--- src/rtl/instr_fetch_unit.sv ---
// Instruction fetch stage: owns the PC, issues one imem request at a time and hands instructions to decode.
// Optional misaligned-redirect trap is compiled in with FETCH_MISALIGN_TRAP_EN.
module instr_fetch_unit #(
  parameter logic [31:0] RESET_PC = 32'h0000_0000
) (
  input  logic        clk,
  input  logic        reset,
  output logic        imemReq,
  output logic [31:0] imemAddr,
  input  logic        imemReady,
  input  logic        imemRspValid,
  input  logic [31:0] imemRspData,
  output logic [31:0] instr,
  output logic [31:0] instrPc,
  output logic [31:0] instrPcPlus4,
  output logic        instrValid,
  input  logic        decodeReady,
  input  logic        redirect,
  input  logic [31:0] redirectPc
`ifdef FETCH_MISALIGN_TRAP_EN
  ,
  output logic        fetchFault,
  output logic [31:0] faultPc
`endif
);

  typedef enum logic [2:0] {
    IDLE,
    REQ,
    WAIT,
    HOLD
`ifdef FETCH_MISALIGN_TRAP_EN
    ,
    FAULT
`endif
  } state_t;

  state_t      state, stateNext;
  logic [31:0] pc, pcNext;
  logic        drop, dropNext;
  logic [31:0] instrNext, instrPcNext;
  logic        instrValidNext;
  logic [31:0] target;
  logic        redirectTaken;
`ifdef FETCH_MISALIGN_TRAP_EN
  logic        fetchFaultNext;
  logic [31:0] faultPcNext;
`endif

  assign instrPcPlus4 = instrPc + 32'd4;

`ifdef FETCH_MISALIGN_TRAP_EN
  assign target        = redirectPc;
  assign redirectTaken = redirect && (state != FAULT);
`else
  assign target        = redirectPc & ~32'h3;
  assign redirectTaken = redirect;
`endif

  always_comb begin
    stateNext      = state;
    pcNext         = pc;
    dropNext       = drop;
    instrNext      = instr;
    instrPcNext    = instrPc;
    instrValidNext = instrValid;
`ifdef FETCH_MISALIGN_TRAP_EN
    fetchFaultNext = fetchFault;
    faultPcNext    = faultPc;
`endif
    if (redirectTaken) begin
      // A redirect never consumes the held instruction and always refetches.
      pcNext         = target;
      instrValidNext = 1'b0;
      case (state)
        REQ: begin
          stateNext = imemReady ? WAIT : REQ;
          dropNext  = imemReady;
        end
        WAIT: begin
          stateNext = imemRspValid ? REQ : WAIT;
          dropNext  = !imemRspValid;
        end
        default: begin
          stateNext = REQ;
          dropNext  = 1'b0;
        end
      endcase
`ifdef FETCH_MISALIGN_TRAP_EN
      if (redirectPc[1:0] != 2'b00) begin
        stateNext      = FAULT;
        dropNext       = 1'b0;
        fetchFaultNext = 1'b1;
        faultPcNext    = redirectPc;
      end
`endif
    end else begin
      case (state)
        IDLE: stateNext = REQ;
        REQ:  if (imemReady) stateNext = WAIT;
        WAIT: begin
          if (imemRspValid) begin
            if (drop) begin
              dropNext  = 1'b0;
              stateNext = REQ;
            end else begin
              instrNext      = imemRspData;
              instrPcNext    = pc;
              instrValidNext = 1'b1;
              stateNext      = HOLD;
            end
          end
        end
        HOLD: begin
          if (decodeReady) begin
            instrValidNext = 1'b0;
            pcNext         = pc + 32'd4;
            stateNext      = REQ;
          end
        end
        default: stateNext = state;
      endcase
    end
  end

  // Request outputs are registered from the next state so they never see inputs combinationally.
  always_ff @(posedge clk or posedge reset) begin
    if (reset) begin
      state      <= IDLE;
      pc         <= RESET_PC;
      drop       <= 1'b0;
      imemReq    <= 1'b0;
      imemAddr   <= RESET_PC;
      instr      <= 32'h0;
      instrPc    <= RESET_PC;
      instrValid <= 1'b0;
`ifdef FETCH_MISALIGN_TRAP_EN
      fetchFault <= 1'b0;
      faultPc    <= 32'h0;
`endif
    end else begin
      state      <= stateNext;
      pc         <= pcNext;
      drop       <= dropNext;
      imemReq    <= (stateNext == REQ);
      imemAddr   <= pcNext;
      instr      <= instrNext;
      instrPc    <= instrPcNext;
      instrValid <= instrValidNext;
`ifdef FETCH_MISALIGN_TRAP_EN
      fetchFault <= fetchFaultNext;
      faultPc    <= faultPcNext;
`endif
    end
  end

endmodule

--- config.mk ---
export PLATFORM = sky130hd
export DESIGN_NAME = instr_fetch_unit
export DESIGN_NICKNAME = d
export VERILOG_FILES = /design/src/rtl/instr_fetch_unit.sv
export SDC_FILE = /design/constraint.sdc
export NUM_CORES = 1
export LEC_CHECK = 0
export ABC_AREA = 0
export CAP_MARGIN = 20
export CORE_MARGIN = 2
export CORE_UTILIZATION = 40
export DETAILED_ROUTE_END_ITERATION = 6
export HOLD_SLACK_MARGIN = 0.15
export MAX_ROUTING_LAYER = met4
export PLACE_DENSITY = 0.75
export SLEW_MARGIN = 20
export SYNTH_ARGS = -nofsm -noshare
export SYNTH_HDL_FRONTEND = slang
export SYNTH_SLANG_ARGS = --single-unit
--- constraint.sdc ---
create_clock -name clk -period 4.01 [get_ports clk]
set_input_delay 1.203 -clock clk [delete_from_list [all_inputs] [get_ports clk]]
set_output_delay 1.203 -clock clk [all_outputs]
set_load 0.02 [all_outputs]
# After elaboration in Yosys (flattened, before gate mapping)
# Index checks and enable logic that the tools add are counted.
# totals
wordCells	50
output_inout_bits	130
inputBits	70
ff_bits	102
# op_classes
n_reduce_logical	11
n_eq_ne	7
add_sub_neg	2
bitwise_logic	2
muxes	21
# op_table
operator	count
$mux 32	3
$add 32x3->32 const B	2
$mux 3	4
$pmux 3 s4	1
$ne 3x3->1 const B	3
$reduce_and 4->1	2
$reduce_bool 2->1	4
$mux 1	7
$eq 3x1->1 const B	2
$eq 3x2->1 const B	2
$mux 2	3
$pmux 1 s2	2
$pmux 2 s2	1
$reduce_and 2->1	2
$logic_not 3->1	1
$reduce_bool 3->1	1
$not 1->1	2
$logic_not 1->1	1

# Longest topological paths before layout
# depth
depth_word	5
mapped_depth	6

# Worst setup path before layout
# No wires, ideal clock.
# synth_timing
path_kind	register to output
from	register instrPc[2]
to	output port instrPcPlus4[24]
arrival_ps	1971
path_buffers	0
required_time_ps	2807
stages_incl_launch_ff	6
setup_slack_ps	836
cell_sequence	dfrtp_1 -> ha_1 -> nand4_1 -> nor3_1 -> nand4_1 -> xnor2_1
# synth_via
elab_chain_cells	1
# synth_rtl
element	line_no	source
from (decl)	14	output logic [31:0] instrPc,
from (signal assigned)	148	instrPc <= instrPcNext;
$add 32x3->32	50	assign instrPcPlus4 = instrPc + 32'd4;
to (decl)	15	output logic [31:0] instrPcPlus4,
# Every way passes these cells.

# Final worst setup path
# layout_timing
from	register instrPc[2]
to	output port instrPcPlus4[28]
# Same word-level chain as after synthesis.

==> summary.md <==
| Metric | Value |
|---|---|
| Final worst-path cycle share | `94.18%` |
| Top-count cell post-synth | `dfrtp_1` |
| Register-to-Register Setup Slack | `1.71 ns` |
| Xor and xnor area share after synthesis | `6.512%` |
| Worst hold path class | `flop to flop` |
| Initial DRC Count | `274` |
| Layout Cells excl Fill | `823` |
| Clock skew | `0.005825 ns` |
| Syn Area/Cell | `10.79 um^2` |
| Area share of fa/ha/maj cells after synthesis | `0.5029%` |
| Syn. warnings | `0` |
| Worst-case reg-to-reg path depth | `4` |
| Number of hold buffers added after cts | `0` |
| Netlist Area Pre-Place | `0.004976 mm^2` |
| CP cell instances | `ha_1 > nand4_1 > nor4_1 > buf_4 > nand3_1 > xnor2_1 > clkdlybuf4s50_1` |
| Reg-to-reg endpoint | `pc[27]` |
| Num rows | `40` |
| CP Data Arrival Time | `2.57 ns` |
| Utilization after layout | `61.34%` |
| Total gr overflow | `0` |
| Reg area | `0.002452 mm^2` |
| Worst-Margin Slew | `0.5532 ns` |
| Total GRT Usage | `20.56%` |
| Combinational family with the most area after synthesis | `simple AND/OR/NAND/NOR gates` |
| Die extent in y | `115.5 um` |
| WP buf/inv | `2` |
| Peak VDD IR | `0.3053 mV` |
| Top delay family on crit path | `buffers and inverters` |
| CTS Sinks | `98` |
| Largest cells by area after synthesis | `dfrtp_1 (49%), mux2_2 (14%), xnor2_1 (4.2%), nand3_1 (3.2%), nand2_1 (3.1%)` |
| Clk_lat worst skew | `0.34 ns` |
| Req. time, crit path | `2.81 ns` |
| Yosys top cell by area | `dfrtp_1` |
| Max FO, Critical Path | `6` |
| FF+latch count, synth | `98` |
| RR Startpoint | `pc[7]` |
| Sequential-to-total area share from yosys stat | `49.28%` |
| Main flop type after synthesis | `dfrtp_1` |
| First-pass GRT wire length | `21070 um` |
| Total number of vias | `4351` |
| Fin. Hold Viols | `0` |
| Hold WS | `0.5050 ns` |
| Status | `completed` |
| Top post-synthesis cells by count | `dfrtp_1 (98), mux2_2 (62), nand2_1 (41)` |
| Final setup viols | `0` |
| Fmax | `0.2648 GHz` |
| TNS Setup | `0 ns` |
| Core Region | `0.01206 mm^2` |
| TritonCTS clock tree | `done` |
| Area share of the largest cell type after synthesis | `49.28%` |
| Post-route DRC | `0` |
| Mapped Cells | `461` |
| Gpl congestion | `0.8842` |
| Htree depth | `3` |
| CTS max path bufs | `2` |
| Die width | `115.5 um` |
| Post-synthesis compound-gate area fraction | `6.588%` |
| Root Driver | `clkbuf_16` |
| CTS buffer count | `9` |
| Worst setup EP type | `output pin` |
| Die ar. | `0.01335 mm^2` |
| Min-Delay Startpoint | `instr[24]` |
| Hold depth | `1` |
| Min Clock Period, post-route | `3.777 ns` |
| Post-DP HPWL | `9949 um` |
| CTS-repair resized insts | `0` |
| Final #Nets | `722` |
| Rel. slew slack | `62.84%` |
| WL/cell | `16.15 um` |
| IO Pins | `200` |
| Area occupied by multi-input gates | `0.002391 mm^2` |
| Pre-antenna DRT Iters | `4` |
| WL final | `13290 um` |
| Critical path class | `flop to output pin` |
| Vias per cell | `5.287` |
| Filler cell count | `1017` |
| RSZ-0062 raised after global routing | `no` |
| Starting Density | `41.26%` |
| Share of layout cells above drive strength 1 | `14.50%` |
| Pwr dens | `647.8 mW/mm^2` |
| Clk slew on worst S/H paths | `0.07 ns` |
| Post-route ant nets | `0` |
| Fraction of registers with async set or reset after synthesis | `100.0%` |
| Slowest stage cell, crit path | `clkdlybuf4s50_1` |
| Leakage power | `3.006 nW` |
| Vias in the first global route | `4261` |
| Antenna diode count | `0` |
| IO buf count | `191` |
| CP Launch Type | `flop` |
| Dpl cells | `807` |
| CP peak stage delay | `0.62 ns` |
| Post-synthesis mux area share | `14.23%` |
| Post-synth EDFFs | `0` |
| Post-CTS Setup Bufs | `0` |
| Number of distinct library cells after synthesis | `40` |
| Pin count of the biggest net entering global routing | `55` |
| Worst hold endpoint | `instr[24]` |
| Simple-gate share of the synthesized area | `19.51%` |
| Area grow syn2layout | `48.68%` |
| Initial antenna violation count | `0` |
| Final Slew Violations | `0` |
| Max cap viols | `0` |
==> power breakdown <==
part | leakage (nW) | switching [mW] | internal [mW]
Combinational | 1.64 | 1.04 | 1.20
Sequential | 1.22 | 0.357 | 1.32
Clock | 0.143 | 0.384 | 0.489
Total | 3.01 | 1.78 | 3.01
==> layout make-up <==
type	instances	share of cell area, %
sequential	98	33.15
multi-input combinational	332	32.32
timing repair buffer	200	27.13
clock buffer	9	3.044
tap	168	2.841
clock inverter	7	1.032
inverter	9	0.4904
==> worst register-to-register path, cell delays in order (launching register included) <==
cell	delay (ns)
dfrtp_1	0.45
and4_1	0.41
nand4_2	0.48
or4_1	0.65
a31oi_1	0.21
==> how the worst max path moves through the flow <==
stage / slack, ns / from / to / cells past startpoint
detailed placement: 0.58 / instrPc[2] / instrPcPlus4[26] / 7
CTS: 0.21 / instrPc[2] / instrPcPlus4[26] / 7
global route: 0.04 / instrPc[2] / instrPcPlus4[30] / 7
finish: 0.23 / instrPc[2] / instrPcPlus4[28] / 7
global placement: 0.66 / instrPc[2] / instrPcPlus4[30] / 7
floorplan: 0.24 / reset / drop / 1
==> flip-flops by register name, summed over array words and instances (netlist names) <==
name	flops
imemReq	1
drop	1
state	3
pc	30
instrValid	1
instrPc	30
instr	32
==> per-layer routing <==
metal / global-route usage, % / vias to the layer above / wire (um)
li1: - / 2067 / -
met1: 26.27 / 2127 / 5763
met2: 33.53 / 138 / 6634
met3: 2.981 / 19 / 659
met4: 7.229 / 0 / 235
met5: - / - / 0
==> logic make-up after synthesis <==
logic type / count (synthesis)
simple gates: 173
flops: 98
mux: 63
compound gates: 51
xor+xnor: 37
buf+inv: 36
fa+ha+maj: 2
other cells: 1
==> stage by stage <==
step	power, mW	setup WS (ns)	area [um^2]
final	4.792	0.2332	7398
after global routing	5.034	0.04065	7398
after CTS	4.838	0.2051	7396
after detailed placement	3.954	0.5782	7094
after global placement	3.899	0.6570	7094
after floorplan	2.772	0.2449	4995
==> layout by cell type, fill, tap and decap left out, types with 9 or more instances in the layout <==
| cell | netlist | final |
|---|---|---|
| clkdlybuf4s50_1 | 0 | 190 |
| dfrtp_1 | 98 | 98 |
| mux2_2 | 62 | 62 |
| nand2_1 | 41 | 41 |
| nand3_1 | 32 | 31 |
| xnor2_1 | 24 | 24 |
| nand4_1 | 20 | 20 |
| nor2_1 | 18 | 18 |
| or4_1 | 17 | 17 |
| o21ai_0 | 14 | 14 |
| xor2_1 | 13 | 13 |
| a31oi_1 | 13 | 13 |
| o31ai_1 | 11 | 11 |
| clkbuf_16 | 0 | 9 |
No activity file was read; power rests on OpenSTA's default activity.
